## config.mk

```make
export PLATFORM = sky130hd
export DESIGN_NAME = permutation_result_collector
export DESIGN_NICKNAME = d
export VERILOG_FILES = /design/src/rtl/permutation_result_collector.sv
export SDC_FILE = /design/constraint.sdc
export NUM_CORES = 1
export LEC_CHECK = 0
export ABC_AREA = 1
export CORE_UTILIZATION = 30
export DETAILED_ROUTE_END_ITERATION = 7
export PLACE_DENSITY_LB_ADDON = 0.25
export RECOVER_POWER = 50
export REMOVE_ABC_BUFFERS = 1
export SYNTH_ARGS = -nofsm -noshare
export SYNTH_HDL_FRONTEND = slang
export SYNTH_SLANG_ARGS = --single-unit
```

## constraint.sdc

```tcl
create_clock -name clk -period 11 [get_ports clk]
set_clock_uncertainty 0.05 [all_clocks]
set_input_delay 1.1 -clock clk [delete_from_list [all_inputs] [get_ports clk]]
set_output_delay 1.1 -clock clk [all_outputs]
set_load 0.05 [all_outputs]
```

## src/rtl/permutation_result_collector.sv

```systemverilog
// Sums each bot's per-permutation results into one series total and queues totals in a show-ahead FIFO.
// Optional count checking is built when PERMUTATION_COLLECTOR_COUNT_CHECK_EN is defined.
module permutation_result_collector #(
  parameter int RESULT_WIDTH       = 48,
  parameter int SUM_WIDTH          = 54,
  parameter int SERIES_LENGTH      = 42,
  parameter int DEPTH_LOG2         = 4,
  parameter int ALMOST_FULL_MARGIN = 4
) (
  input  logic                    clk,
  input  logic                    rst,
  input  logic [RESULT_WIDTH-1:0] resultIn,
  input  logic                    resultInValid,
  input  logic                    botSeriesFinished,
  output logic                    slowDown,
  output logic [SUM_WIDTH-1:0]    seriesSum,
  output logic                    seriesSumValid,
  input  logic                    readSeriesSum,
  output logic [15:0]             seriesCount,
  output logic                    overflowError,
  output logic                    countError
);

  localparam int DEPTH     = 1 << DEPTH_LOG2;
  localparam int THRESHOLD = DEPTH - ALMOST_FULL_MARGIN;

  logic [RESULT_WIDTH-1:0] s1_data;
  logic                    s1_valid;
  logic                    s1_finish;
  logic [SUM_WIDTH-1:0]    acc;
  logic [SUM_WIDTH-1:0]    sum_next;
  logic [15:0]             series_count;
  logic [15:0]             count_inc;
  logic                    s1_close;
  logic [SUM_WIDTH-1:0]    s2_data;
  logic                    s2_valid;

  assign sum_next  = acc + SUM_WIDTH'(s1_data);
  assign count_inc = (series_count == 16'hFFFF) ? series_count : series_count + 16'd1;
  assign s1_close  = s1_valid & s1_finish;

  // The closing element resets acc/count in the same cycle so a following series loses nothing.
  always_ff @(posedge clk) begin
    if (rst) begin
      s1_data      <= '0;
      s1_valid     <= 1'b0;
      s1_finish    <= 1'b0;
      acc          <= '0;
      series_count <= '0;
      s2_data      <= '0;
      s2_valid     <= 1'b0;
    end else begin
      s1_data   <= resultIn;
      s1_valid  <= resultInValid;
      s1_finish <= resultInValid & botSeriesFinished;
      s2_valid  <= s1_close;
      if (s1_close) begin
        s2_data      <= sum_next;
        acc          <= '0;
        series_count <= '0;
      end else if (s1_valid) begin
        acc          <= sum_next;
        series_count <= count_inc;
      end
    end
  end

  // Output handshake: seriesSum is valid whenever seriesSumValid=1; a cycle with
  // readSeriesSum=1 and seriesSumValid=1 pops the head, otherwise readSeriesSum is ignored.
  logic [SUM_WIDTH-1:0]  mem [DEPTH];
  logic [DEPTH_LOG2:0]   wr_ptr;
  logic [DEPTH_LOG2:0]   rd_ptr;
  logic [DEPTH_LOG2:0]   occupancy;
  logic                  empty;
  logic                  full;
  logic                  pop;
  logic                  push;
  logic                  pending;
  logic [DEPTH_LOG2+1:0] fill;
  logic                  near_full;

  assign occupancy = wr_ptr - rd_ptr;
  assign empty     = (wr_ptr == rd_ptr);
  assign full      = (wr_ptr[DEPTH_LOG2] != rd_ptr[DEPTH_LOG2]) &&
                     (wr_ptr[DEPTH_LOG2-1:0] == rd_ptr[DEPTH_LOG2-1:0]);
  assign pop       = readSeriesSum & ~empty;
  assign push      = s2_valid & (~full | pop);
  assign pending   = (series_count != 16'd0) | s1_valid | s2_valid;
  assign fill      = {1'b0, occupancy} + {{(DEPTH_LOG2+1){1'b0}}, pending};
  assign near_full = (int'(fill) >= THRESHOLD);

  always_ff @(posedge clk) begin
    if (push) mem[wr_ptr[DEPTH_LOG2-1:0]] <= s2_data;
  end

  always_ff @(posedge clk) begin
    if (rst) begin
      wr_ptr        <= '0;
      rd_ptr        <= '0;
      overflowError <= 1'b0;
      slowDown      <= 1'b0;
    end else begin
      if (push) wr_ptr <= wr_ptr + 1'b1;
      if (pop)  rd_ptr <= rd_ptr + 1'b1;
      if (s2_valid & full & ~pop) overflowError <= 1'b1;
      slowDown <= near_full;
    end
  end

  assign seriesSum      = empty ? '0 : mem[rd_ptr[DEPTH_LOG2-1:0]];
  assign seriesSumValid = ~empty;
  assign seriesCount    = series_count;

`ifdef PERMUTATION_COLLECTOR_COUNT_CHECK_EN
  // count_inc is the final count including the closing element.
  always_ff @(posedge clk) begin
    if (rst) begin
      countError <= 1'b0;
    end else if (s1_close && (count_inc != 16'(SERIES_LENGTH))) begin
      countError <= 1'b1;
    end
  end
`else
  assign countError = 1'b0;
`endif

endmodule

```

* Word-level counts from Yosys, hierarchy flattened
Memories as Yosys holds them, arrays and structs flattened. A register that Yosys moved wholly into a read port is not among the register bits.
Index checks and enable logic that the tools add are counted.
** Word-level totals
- Output and inout port bits :: 74
- Memories :: 1
- RAM bits :: 864
- Word-level logic and storage cells :: 45
- Register bits :: 187
** Operators by class
- Add/subtract/negate cells :: 6
- Bitwise gates (word level) :: 13
- $lt $le $gt $ge :: 1
- Reduce and logical (&&, ||, !) cells :: 4
- Equal/unequal tests :: 4
- Mux-type cells :: 5
** Memory list
- mem :: words 16, width 54, read ports 1, clocked after memory_dff 1, write ports 1, RTL line 70 : logic [SUM_WIDTH-1:0] mem [DEPTH];
** Operators by type and width (count)
- $add 54x48->54 :: 1
- $mux 54 :: 1
- $add 16x1->16 const B :: 1
- $eq 16x16->1 const B :: 1
- $reduce_bool 16->1 :: 1
- $add 5x1->5 const B :: 2
- $mux 4 :: 2
- $add 5x1->6 :: 1
- $and 1x1->1 :: 6
- $ge 6x4->1 const B :: 1
- $eq 5x5->1 :: 1
- $sub 5x5->5 :: 1
- $eq 4x4->1 :: 1
- $not 1->1 :: 4
- $or 1x1->1 :: 3
- $mux 1 :: 2
- $reduce_and 2->1 :: 1
- $reduce_or 2->1 :: 1
- $logic_and 1x1->1 :: 1
- $ne 1x1->1 :: 1

* Logic depth before layout (Yosys ltp)
Gate-level depths: netlist (run 1).
- Depth after elaboration :: 7
- Depth in mapped cells :: 16
- Depth with buffers taken out :: 16

* Least setup slack after synthesis (run 1)
No wires, ideal clock.
- Path kind :: input -> register
- From :: in readSeriesSum
- To :: mem mem[11][0] (enable)
- Buffers on the path :: 0
- Required time :: 10.484 ns
- Stages on the path :: 6
- Arrival :: 3.843 ns
- Slack :: 6.641 ns
- Setup time :: 0.466 ns
- Cells stage by stage :: inv_1 -> nand3_1 -> nand2_1 -> nor2_1 -> inv_1 -> nor2_1
** Between the ends
- Longest elaborated chain between the ends :: 5
** Ends and longest elaborated chain
- start, declared :: RTL line 18 : input logic readSeriesSum,
- $and 1x1->1 :: RTL line 86 : assign pop = readSeriesSum & ~empty;
- $or 1x1->1 :: RTL line 87 : assign push = s2_valid & (~full | pop);
- $and 1x1->1 :: RTL line 87
- $mux 1 :: RTL line 93 : if (push) mem[wr_ptr[DEPTH_LOG2-1:0]] <= s2_data;
- $mux 1 (implied by the code) :: RTL line 93
- end, declared :: RTL line 70
No other way between the ends.

==> out/metrics.cfg, run 1 <==
[outcome]
status = complete, but fails checks
violations = capacitance limit, slew limit

[global_routing]
grt_pass1_wl_microns = 199000
grt_pass1_vias = 29822
overflow = 0
grt_use_total = 0.176
antenna_found_initial = 3
grt_max_degree = 184

[sta]
period_share = 0.624
max_freq_mhz = 146
hold_ws_ns = 0.416
fin_ws_ns = 4.13
rsz0062_at_grt = no
setup_violations = 0
final-hold-violation-count = 0
finalCriticalPeriod_ns = 6.87
relSlewSlack = -1.40
drv_slew = 284
max_slew.worst_pin.slew_ns = 3.59

[clock_tree]
cts_setup_buffers = 0
cts_resized = 0
clockRootBuffer = clkbuf_16
clk_pin_slew_ns = 0.06
clock_latency_ns = 0.70
clock_sinks = 1055
htree_levels = 3
cts_tree = built
cts_inserted_buffers = 109
cts_hold_buf = 0
cts_buffer_depth = 3

[synthesis]
ys_types = 48
yosysSeqAreaShare = 0.661
synth_warnings = 0
synthCells = 4211
synthFlopType = edfxtp_1
synth_edf_count = 864
synth-seq-cells = 1055
netlist_area_sq_um = 45000
synthArstFlopShare = 0
syn_avg_cell_area_sq_um = 10.7

[place]
placed_cells = 6163
dp_slack_ns = 4.88
gp_congestion = 0.950
dpl_cell_area_sq_um = 48200
hpwl_microns = 78500
port-buffer-count = 125

[detailed_routing]
drtAntennaViolNets = 0
viasPerCell = 4.90
wl_microns = 136000
first_iter_violations = 3056
drc_errors = 0
drtPass1Iterations = 6
wl_per_cell_microns = 21.3
num_vias = 31221

[setup_path]
worstSetupPathType = register to output port
endpoint_kind = output port
startpoint_type = register
reg2reg_slack_ns = 4.39
worstPathRequired_ns = 9.85
critPathMaxFanout = 99
arrival_ns = 5.72

[floorplanning]
die_area_sq_um = 152000
core_region_area_sq_um = 148000
die_x_microns = 389
die_y_microns = 389
placementRows = 141
io_pins = 127
start_util = 0.304

[cells_and_area]
final_cells = 6370
multi_input_area_sq_um = 12700
fillers = 14719
seq_area_sq_um = 29800
area_growth_pct = 15.0
num-nets-final = 4388
stdcell_area_sq_um = 51800
drive_above_1_share = 0.0568

[power]
peakVddDrop_uv = 119
p_total_mw = 9.20
power_density_nw_per_um2 = 178
leakage_nw = 18.7

[hold_path]
hp-class = register to register

[flow_run]
maxCapViolCount = 9

## layout make-up
class / instances / share of cell area
sequential: 1055 / 0.575
multi-input combinational: 2518 / 0.245
clock buffer: 141 / 0.0586
tap: 2002 / 0.0484
timing repair buffer: 171 / 0.0307
inverter: 417 / 0.0306
clock inverter: 65 / 0.0116
antenna: 1 / 0.0000483
## path summary, 6_finish.rpt
check | from | endpoint | depth (start not counted)
max | register | seriesSum[28] | 7
min | acc[0]$_SDFFE_PP0P_ | acc[0]$_SDFFE_PP0P_ | 2
max reg2reg | s1_valid$_SDFF_PP0_ | slowDown$_SDFF_PP0_ | 11
min reg2reg | acc[0]$_SDFFE_PP0P_ | acc[0]$_SDFFE_PP0P_ | 2
## layer usage
layer  global-route usage  vias to the layer above  part of all wire
li1                     -                    14810                 -
met1                0.243                    15344              0.45
met2                0.288                      894              0.47
met3               0.0225                      173             0.054
met4               0.0490                        0             0.024
met5                    0                        -                 0
## Yosys cell counts (12+ instances only)
cell      number  area, sq um
clkbuf_1     129          484
o21ai_0      469         2350
dfxtp_1      191         3820
buf_4         26          195
o221ai_1     152         1330
xor2_1        17          149
buf_2         41          205
inv_1        412         1550
ha_1          61          763
nand4_1       16          100
o21ai_1       28          140
nand2_1      642         2410
nor3_1        12         60.1
a21oi_1      115          576
o22ai_1       64          400
o211ai_1      73          548
nor2_1       671         2520
xnor2_1       18          158
edfxtp_1     864        25900
nand3_1      116          581
buf_6         15          169
## per-stage QoR
stage                     TNS [ns]   util
after floorplan             -71.70      -
after CTS                        0  0.350
final                            0  0.349
after detailed placement         0  0.325
after global routing             0  0.349
after global placement           0  0.325
## placed cells by master, fill, tap and decap left out, types with 4 or more instances in the layout
master	count
a21oi_1	115
a22o_1	6
a31oi_1	4
buf_4	42
bufinv_16	10
clkbuf_1	23
clkbuf_16	114
clkbuf_8	8
clkdlybuf4s50_1	124
clkinv_1	28
clkinv_2	17
clkinv_4	4
clkinvlp_4	5
dfxtp_1	187
dfxtp_4	4
edfxtp_1	864
ha_1	61
inv_1	408
nand2_1	642
nand3_1	116
nand3_2	5
nand3b_1	5
nand4_1	16
nor2_1	659
nor2_2	6
nor2_4	12
nor3_1	12
nor3_2	4
nor4_1	5
o211ai_1	73
o21ai_0	473
o21ai_1	24
o21bai_1	6
o221ai_1	152
o22ai_1	64
xnor2_1	18
xor2_1	17
## critical path, cell delays in order, from the launching register on
cell             delay [ns]
dfxtp_4                0.90
buf_4                  0.80
buf_4                  0.87
o21ai_0                0.25
o221ai_1               0.23
o211ai_1               0.11
a21oi_1                0.71
clkdlybuf4s50_1        0.95
## flip-flops by register name (all words and copies together), names as in the netlist, named ones only
register	count
acc	54
s1_finish	1
seriesCount	16
mem	864
s1_valid	1
s2_valid	1
slowDown	1
s2_data	54
rd_ptr	5
wr_ptr	5
s1_data	48
overflowError	1
## cells by family (layout without fill, tap and decap cells)
group                    after synthesis  count (layout)  share of synthesized area
flip-flops                          1055            1055                      0.661
XOR/XNOR                              35              35                    0.00681
AND/OR/NAND/NOR                     1493            1493                      0.132
other                                  1               2                  0.0000833
AO/OA/AOI/OAI                        926             926                      0.123
buffers and inverters                638             794                     0.0592
adder cells (fa/ha/maj)               63              63                     0.0178
## where the power goes
group / leakage (nW) / switching, mW / internal [mW] / total (mW)
Sequential: 9.46 / 0.0571 / 4.30 / 4.36
Combinational: 7.49 / 0.775 / 0.316 / 1.09
Clock: 1.76 / 1.58 / 2.18 / 3.75
Total: 18.7 / 2.41 / 6.79 / 9.20
No activity file was read; power rests on OpenSTA's default activity.
==> inputs of run 2 (changes only) <==
- clock period: 11 -> 7.2 ns (I/O delays scaled with it)
==> run 2 against run 1 <==
  * The flow still finishes with violations (capacitance limit, slew limit)
  * Cell area up 0.32%
  * Wire length rose by 0.67%
  * Register-to-register slack lost 1.9 ns
  * Sequential power increased by 52%
  * Hold slack lost 0.017 ns
  * Total power grew 53%
  * Sequential share of layout area down 0.18 points
  * First-iteration DRC count fell by 17%
  * Non-clock buffer count grew 6
  * Count of clock-buffer cells in the layout increased by 13
  * Global-route usage is 0.20 points higher
==> out/metrics.cfg, run 2 (synthesized netlist as in run 1, its figures left out) <==
[setup_path]
arrival_ns = 4.78  ; was 5.72 ns
slowest_delay_ns = 1.06  ; was 0.95 ns
critical_path_buf_inv_count = 3  ; unchanged
cpLargestDelayFamily = buffers and inverters  ; unchanged
cp_slowest_cell = clkinv_2  ; was clkdlybuf4s50_1
endpoint_kind = output port  ; unchanged
critPathMaxFanout = 44  ; was 99
startpoint_type = register  ; unchanged
worstPathRequired_ns = 6.43  ; was 9.85 ns
worstSetupPathType = register to output port  ; unchanged
path_cells = clkinv_2, buf_4, o221ai_1, nand3_1, a21oi_1, clkdlybuf4s50_1  ; was buf_4, buf_4, o21ai_0, o221ai_1, o211ai_1, a21oi_1, clkdlybuf4s50_1

[clock_tree]
cts_tree = built  ; unchanged
cts_resized = 0  ; unchanged
cts_setup_buffers = 0  ; unchanged
clk_pin_slew_ns = 0.06  ; about the same
htree_levels = 3  ; unchanged
clock_sinks = 1055  ; unchanged
clockRootBuffer = clkbuf_16  ; unchanged
cts_hold_buf = 0  ; unchanged
clock_latency_ns = 0.73  ; was 0.70 ns
cts_inserted_buffers = 109  ; unchanged
cts_buffer_depth = 3  ; unchanged

[detailed_routing]
drtPass1Iterations = 5  ; was 6
drtAntennaViolNets = 0  ; unchanged
num_vias = 31171  ; was 31221
first_iter_violations = 2551  ; was 3056
wl_per_cell_microns = 21.4  ; was 21.3 microns
wl_microns = 137000  ; was 136000 microns
drc_errors = 0  ; unchanged
viasPerCell = 4.89  ; was 4.90

[sta]
max_slew.worst_pin.slew_ns = 4.05  ; was 3.59 ns
hold_ws_ns = 0.400  ; was 0.416 ns
final-hold-violation-count = 0  ; unchanged
rsz0062_at_grt = no  ; unchanged
setup_violations = 0  ; unchanged
relSlewSlack = -1.70  ; was -1.40
finalCriticalPeriod_ns = 5.55
drv_slew = 192  ; was 284
period_share = 0.772
max_freq_mhz = 180

[cells_and_area]
post-route-util = 0.350  ; was 0.349
antenna_cells = 0  ; was 1
mostFrequentLayoutCells = 864 x edfxtp_1, 653 x nor2_1, 642 x nand2_1, 474 x o21ai_0, 410 x inv_1  ; was 864 x edfxtp_1, 659 x nor2_1, 642 x nand2_1, 473 x o21ai_0, 408 x inv_1
fillers = 14867  ; was 14719
largest_reg_flops = 864  ; unchanged
layout_commonest_cell = edfxtp_1  ; unchanged
drive_above_1_share = 0.0601  ; was 0.0568
num-nets-final = 4394  ; was 4388
stdcell_area_sq_um = 52000  ; was 51800 sq um
area_growth_pct = 15.4  ; was 15.0%

[outcome]
violations = capacitance limit, slew limit  ; unchanged
status = complete, but fails checks  ; unchanged

[power]
leakage_nw = 18.8  ; was 18.7 nW
p_total_mw = 14.1  ; was 9.20 mW
power_density_nw_per_um2 = 271  ; was 178 nW/um^2
peakVddDrop_uv = 187  ; was 119 uV

[global_routing]
grt_max_degree = 192  ; was 184
antenna_found_initial = 7  ; was 3
grt_use_total = 0.178  ; was 0.176
grt_pass1_wl_microns = 201000  ; was 199000 microns
overflow = 0  ; unchanged
grt_pass1_vias = 30382  ; was 29822

[floorplanning]
die_area_sq_um = 152000  ; unchanged
core_region_area_sq_um = 148000  ; unchanged
die_x_microns = 389  ; unchanged
start_util = 0.304  ; unchanged
io_pins = 127  ; unchanged
die_y_microns = 389  ; unchanged
placementRows = 141  ; unchanged

[place]
dpl_cell_area_sq_um = 48300  ; was 48200 sq um
gp_congestion = 0.951  ; was 0.950
hpwl_microns = 79000  ; was 78500 microns
port-buffer-count = 125  ; unchanged

[hold_path]
hp-class = register to register  ; unchanged

[flow_run]
maxCapViolCount = 4  ; was 9

==> run 2: changes by cell type in the layout (fill, tap and decap cells not counted), sizes merged <==
cell / before / now
clkinvlp: 8 / 3
clkbuf: 145 / 158
inv: 413 / 415
clkdlybuf4s50: 124 / 117
bufinv: 10 / 8
buf: 43 / 49
diode: 1 / 0
clkinv: 51 / 44
dlygate4sd3: 0 / 7
==> run 2: final timing paths <==
kind / depth (start not counted) / end / slack (ns) / from
hold reg to reg: 2 / overflowError$_SDFFE_PP0P_ / 0.40 / overflowError$_SDFFE_PP0P_
setup reg to reg: 7 / acc[19]$_SDFFE_PP0P_ / 2.50 / s1_valid$_SDFF_PP0_
setup / recovery: 6 / seriesSum[30] / 1.65 / register
hold / removal: 2 / overflowError$_SDFFE_PP0P_ / 0.40 / overflowError$_SDFFE_PP0P_
==> run 2: area by class of cell <==
class | instances | area (sq um) | area share
inverter | 417 | 1590 | 0.0306
tap | 2002 | 2500 | 0.0482
timing repair buffer | 177 | 1670 | 0.0322
clock buffer | 154 | 3200 | 0.0615
multi-input combinational | 2518 | 12700 | 0.245
clock inverter | 53 | 483 | 0.00929
sequential | 1055 | 29800 | 0.573
==> run 2: metal layers <==
metal / vias up / GRT usage / wire (microns)
met5: - / 0 / 30
met4: 6 / 0.0537 / 3200
met3: 157 / 0.0229 / 6950
met2: 832 / 0.288 / 63900
met1: 15371 / 0.246 / 62500
li1: 14805 / - / -
==> run 2: through the flow <==
stage	std cells	TNS, ns	setup WS (ns)
after floorplan	3990	-256.38	-4.80
after global placement	6169	0	2.35
after detailed placement	6169	0	2.30
after CTS	6376	0	1.49
after global routing	6376	0	1.45
final	6376	0	1.65
==> run 2: where the power goes <==
group / total, mW / internal (mW) / switching [mW]
sequential: 6.64 / 6.57 / 0.0639
clock: 5.76 / 3.37 / 2.39
combinational: 1.69 / 0.484 / 1.20
==> run 2: worst reg2reg max path: stages, from the launching register on <==
cell and delay (ns):
dfxtp_1 0.32, nand2_1 0.25, inv_1 0.23, nor2_4 0.12
clkbuf_1 2.85, o21ai_0 0.46, a21o_1 0.32, inv_1 0.04
==> inputs of run 3 (changes only) <==
- clock period: 7.2 -> 5.05 ns (I/O delays scaled with it)
==> run 3 against run 2 <==
  * The run still ends with capacitance limit, slew limit left
  * First-iteration DRC count up 10%
  * Total power grew 42%
  * Via count grew 0.67%
  * Count of clock-buffer cells in the layout up 17
  * Setup slack worse by 1.1 ns
  * Clock power rose by 41%
  * Critical path depth rose by 2
  * Global-route usage increased by 0.11 points
  * Utilization grew 0.13 points
  * Die area is the same
  * Critical endpoint is now seriesSum[28]
==> out/metrics.cfg, run 3 (synthesized netlist as in run 1, its figures left out) <==
[sta]
setup_violations = 0  ; unchanged
rsz0062_at_grt = no  ; unchanged
final-hold-violation-count = 0  ; unchanged
relSlewSlack = -0.897  ; was -1.70
drv_slew = 135  ; was 192
period_share = 0.887
finalCriticalPeriod_ns = 4.48
max_freq_mhz = 223
max_slew.worst_pin.slew_ns = 2.85  ; was 4.05 ns

[floorplanning]
die_x_microns = 389  ; unchanged
placementRows = 141  ; unchanged
die_area_sq_um = 152000  ; unchanged
start_util = 0.304  ; unchanged
die_y_microns = 389  ; unchanged
io_pins = 127  ; unchanged
core_region_area_sq_um = 148000  ; unchanged

[setup_path]
critPathMaxFanout = 64  ; was 44
r2r_end = acc[19]$_SDFFE_PP0P_  ; unchanged
reg2reg_slack_ns = 0.96  ; was 2.50 ns
reg2reg_depth = 7  ; unchanged
slowest_delay_ns = 0.76  ; was 1.06 ns
worstPathRequired_ns = 4.49  ; was 6.43 ns
critical_path_buf_inv_count = 4  ; was 3
cp_slowest_cell = a21oi_1  ; was clkinv_2
cpLargestDelayFamily = buffers and inverters  ; unchanged
startpoint_type = register  ; unchanged
worstSetupPathType = register to output port  ; unchanged
path_common_cell = buf_4
path_cells = inv_6, buf_12, buf_4, o21ai_0, o221ai_1, o211ai_1, a21oi_1, buf_4  ; was clkinv_2, buf_4, o221ai_1, nand3_1, a21oi_1, clkdlybuf4s50_1
arrival_ns = 3.92  ; was 4.78 ns
endpoint_kind = output port  ; unchanged
reg2reg_from = s1_valid$_SDFF_PP0_  ; unchanged

[detailed_routing]
num_vias = 31379  ; was 31171
drc_errors = 0  ; unchanged
first_iter_violations = 2814  ; was 2551
wl_per_cell_microns = 21.5  ; was 21.4 microns
drtAntennaViolNets = 0  ; unchanged
viasPerCell = 4.90  ; was 4.89
wl_microns = 137000  ; about the same
drtPass1Iterations = 7  ; was 5

[power]
p_switching_mw = 5.26  ; was 3.66 mW
intPower_mw = 14.8  ; was 10.4 mW
p_total_mw = 20.1  ; was 14.1 mW
peakVddDrop_uv = 253  ; was 187 uV
pwr-share-comb = 0.123  ; was 0.120
leakage_nw = 19.0  ; was 18.8 nW
p_clk_frac = 0.406  ; was 0.409
p_seq_frac = 0.472  ; was 0.471
power_density_nw_per_um2 = 385  ; was 271 nW/um^2
switching_share = 0.262  ; was 0.260

[place]
port-buffer-count = 125  ; unchanged
placed_cells = 6185  ; was 6169
hpwl_microns = 81400  ; was 79000 microns
gp_congestion = 0.934  ; was 0.951

[clock_tree]
cts_buffer_depth = 3  ; unchanged
cts_resized = 0  ; unchanged
cts_inserted_buffers = 113  ; was 109
clock_sinks = 1055  ; unchanged
clockRootBuffer = clkbuf_16  ; unchanged
cts_hold_buf = 0  ; unchanged
clk_pin_slew_ns = 0.06  ; about the same
clock_latency_ns = 0.72  ; was 0.73 ns
htree_levels = 3  ; unchanged
cts_setup_buffers = 0  ; unchanged
cts_tree = built  ; unchanged

[cells_and_area]
layout_commonest_cell = edfxtp_1  ; unchanged
final_cells = 6398  ; was 6376
fillers = 14787  ; was 14867
drive_above_1_share = 0.0660  ; was 0.0601
num-nets-final = 4414  ; was 4394
mostFrequentLayoutCells = 864 x edfxtp_1, 654 x nor2_1, 642 x nand2_1, 476 x o21ai_0, 408 x inv_1  ; was 864 x edfxtp_1, 653 x nor2_1, 642 x nand2_1, 474 x o21ai_0, 410 x inv_1
area_growth_pct = 15.8  ; was 15.4%
largest_reg_flops = 864  ; unchanged

[global_routing]
grt_pass1_vias = 30472  ; was 30382
grtUsageMet3 = 0.0274  ; was 0.0229
grt_max_degree = 156  ; was 192
grtUsageMet2 = 0.292  ; was 0.288
top_usage_layer = met2  ; unchanged
overflow = 0  ; unchanged
grt_util_met1 = 0.243  ; was 0.246
grt_pass1_wl_microns = 201000  ; about the same
antenna_found_initial = 9  ; was 7
grt_use_total = 0.179  ; was 0.178

[hold_path]
hp-class = primary input to register  ; was register to register
min_path_cells = 3  ; was 2
hold_path_end = s1_data[34]$_SDFF_PP0_  ; was overflowError$_SDFFE_PP0P_
min-delay-start = resultIn[34]  ; was overflowError$_SDFFE_PP0P_

[flow_run]
maxCapViolCount = 4  ; unchanged

[outcome]
status = complete, but fails checks  ; unchanged
violations = capacitance limit, slew limit  ; unchanged

## run 3: cell types whose count changed in the layout (fill, tap and decap cells not counted), moves of 6 or more
cell,change
clkbuf_8,+8
clkbuf_1,+10
buf_12,+9
clkinv_1,-6
buf_4,+15
dlygate4sd3_1,+11
clkdlybuf4s50_1,-19
## run 3: worst max path at each step
stage,from,end,slack (ns),depth (start not counted)
after floorplan,register,seriesSum[10],-6.73,5
after detailed placement,register,seriesSum[29],1.24,7
final,register,seriesSum[28],0.57,8
after global placement,register,seriesSum[29],1.22,7
after CTS,register,seriesSum[29],0.44,7
after global routing,register,seriesSum[38],0.21,8
## run 3: per-layer routing
layer / wire length (microns) / share of wire
met1: 62100 / 0.45
met2: 64100 / 0.47
met3: 7720 / 0.056
met4: 3590 / 0.026
met5: 11 / 0.000080
## run 3: worst min-delay path: stages
cell             delay (ns)
clkdlybuf4s50_1        0.39
inv_1                  0.05
nor2_1                 0.03
## run 3: area by class of cell
type                    instances  area (sq um)  share of cell area
inverters                     417          1590              0.0304
well taps                    2002          2500              0.0480
diodes                          1          2.50           0.0000480
flip-flops and latches       1055         29800               0.571
clock buffers                 171          3320              0.0636
clock inverters                41           338             0.00648
multi-input cells            2518         12700               0.244
repair buffers                193          1890              0.0362
## run 3: through the flow
stage	util	instance area, sq um	hold WS (ns)	setup TNS, ns	worst slack, ns
floorplan	-	43900	0.392	-378.94	-6.73
global placement	0.327	48500	0.390	0	1.22
detailed placement	0.327	48500	0.406	0	1.24
CTS	0.352	52200	0.195	0	0.443
global route	0.351	52100	0.243	0	0.208
finish	0.351	52200	0.251	0	0.571
## run 3: power groups by stage
stage	clock network (mW)	logic, mW	registers [mW]
2_1_floorplan	0	1.46	9.72
3_3_place_gp	0	2.47	9.65
6_report	8.14	2.46	9.47
5_1_grt	8.59	2.68	9.47
4_1_cts	8.30	2.49	9.47
3_5_place_dp	0	2.48	9.65
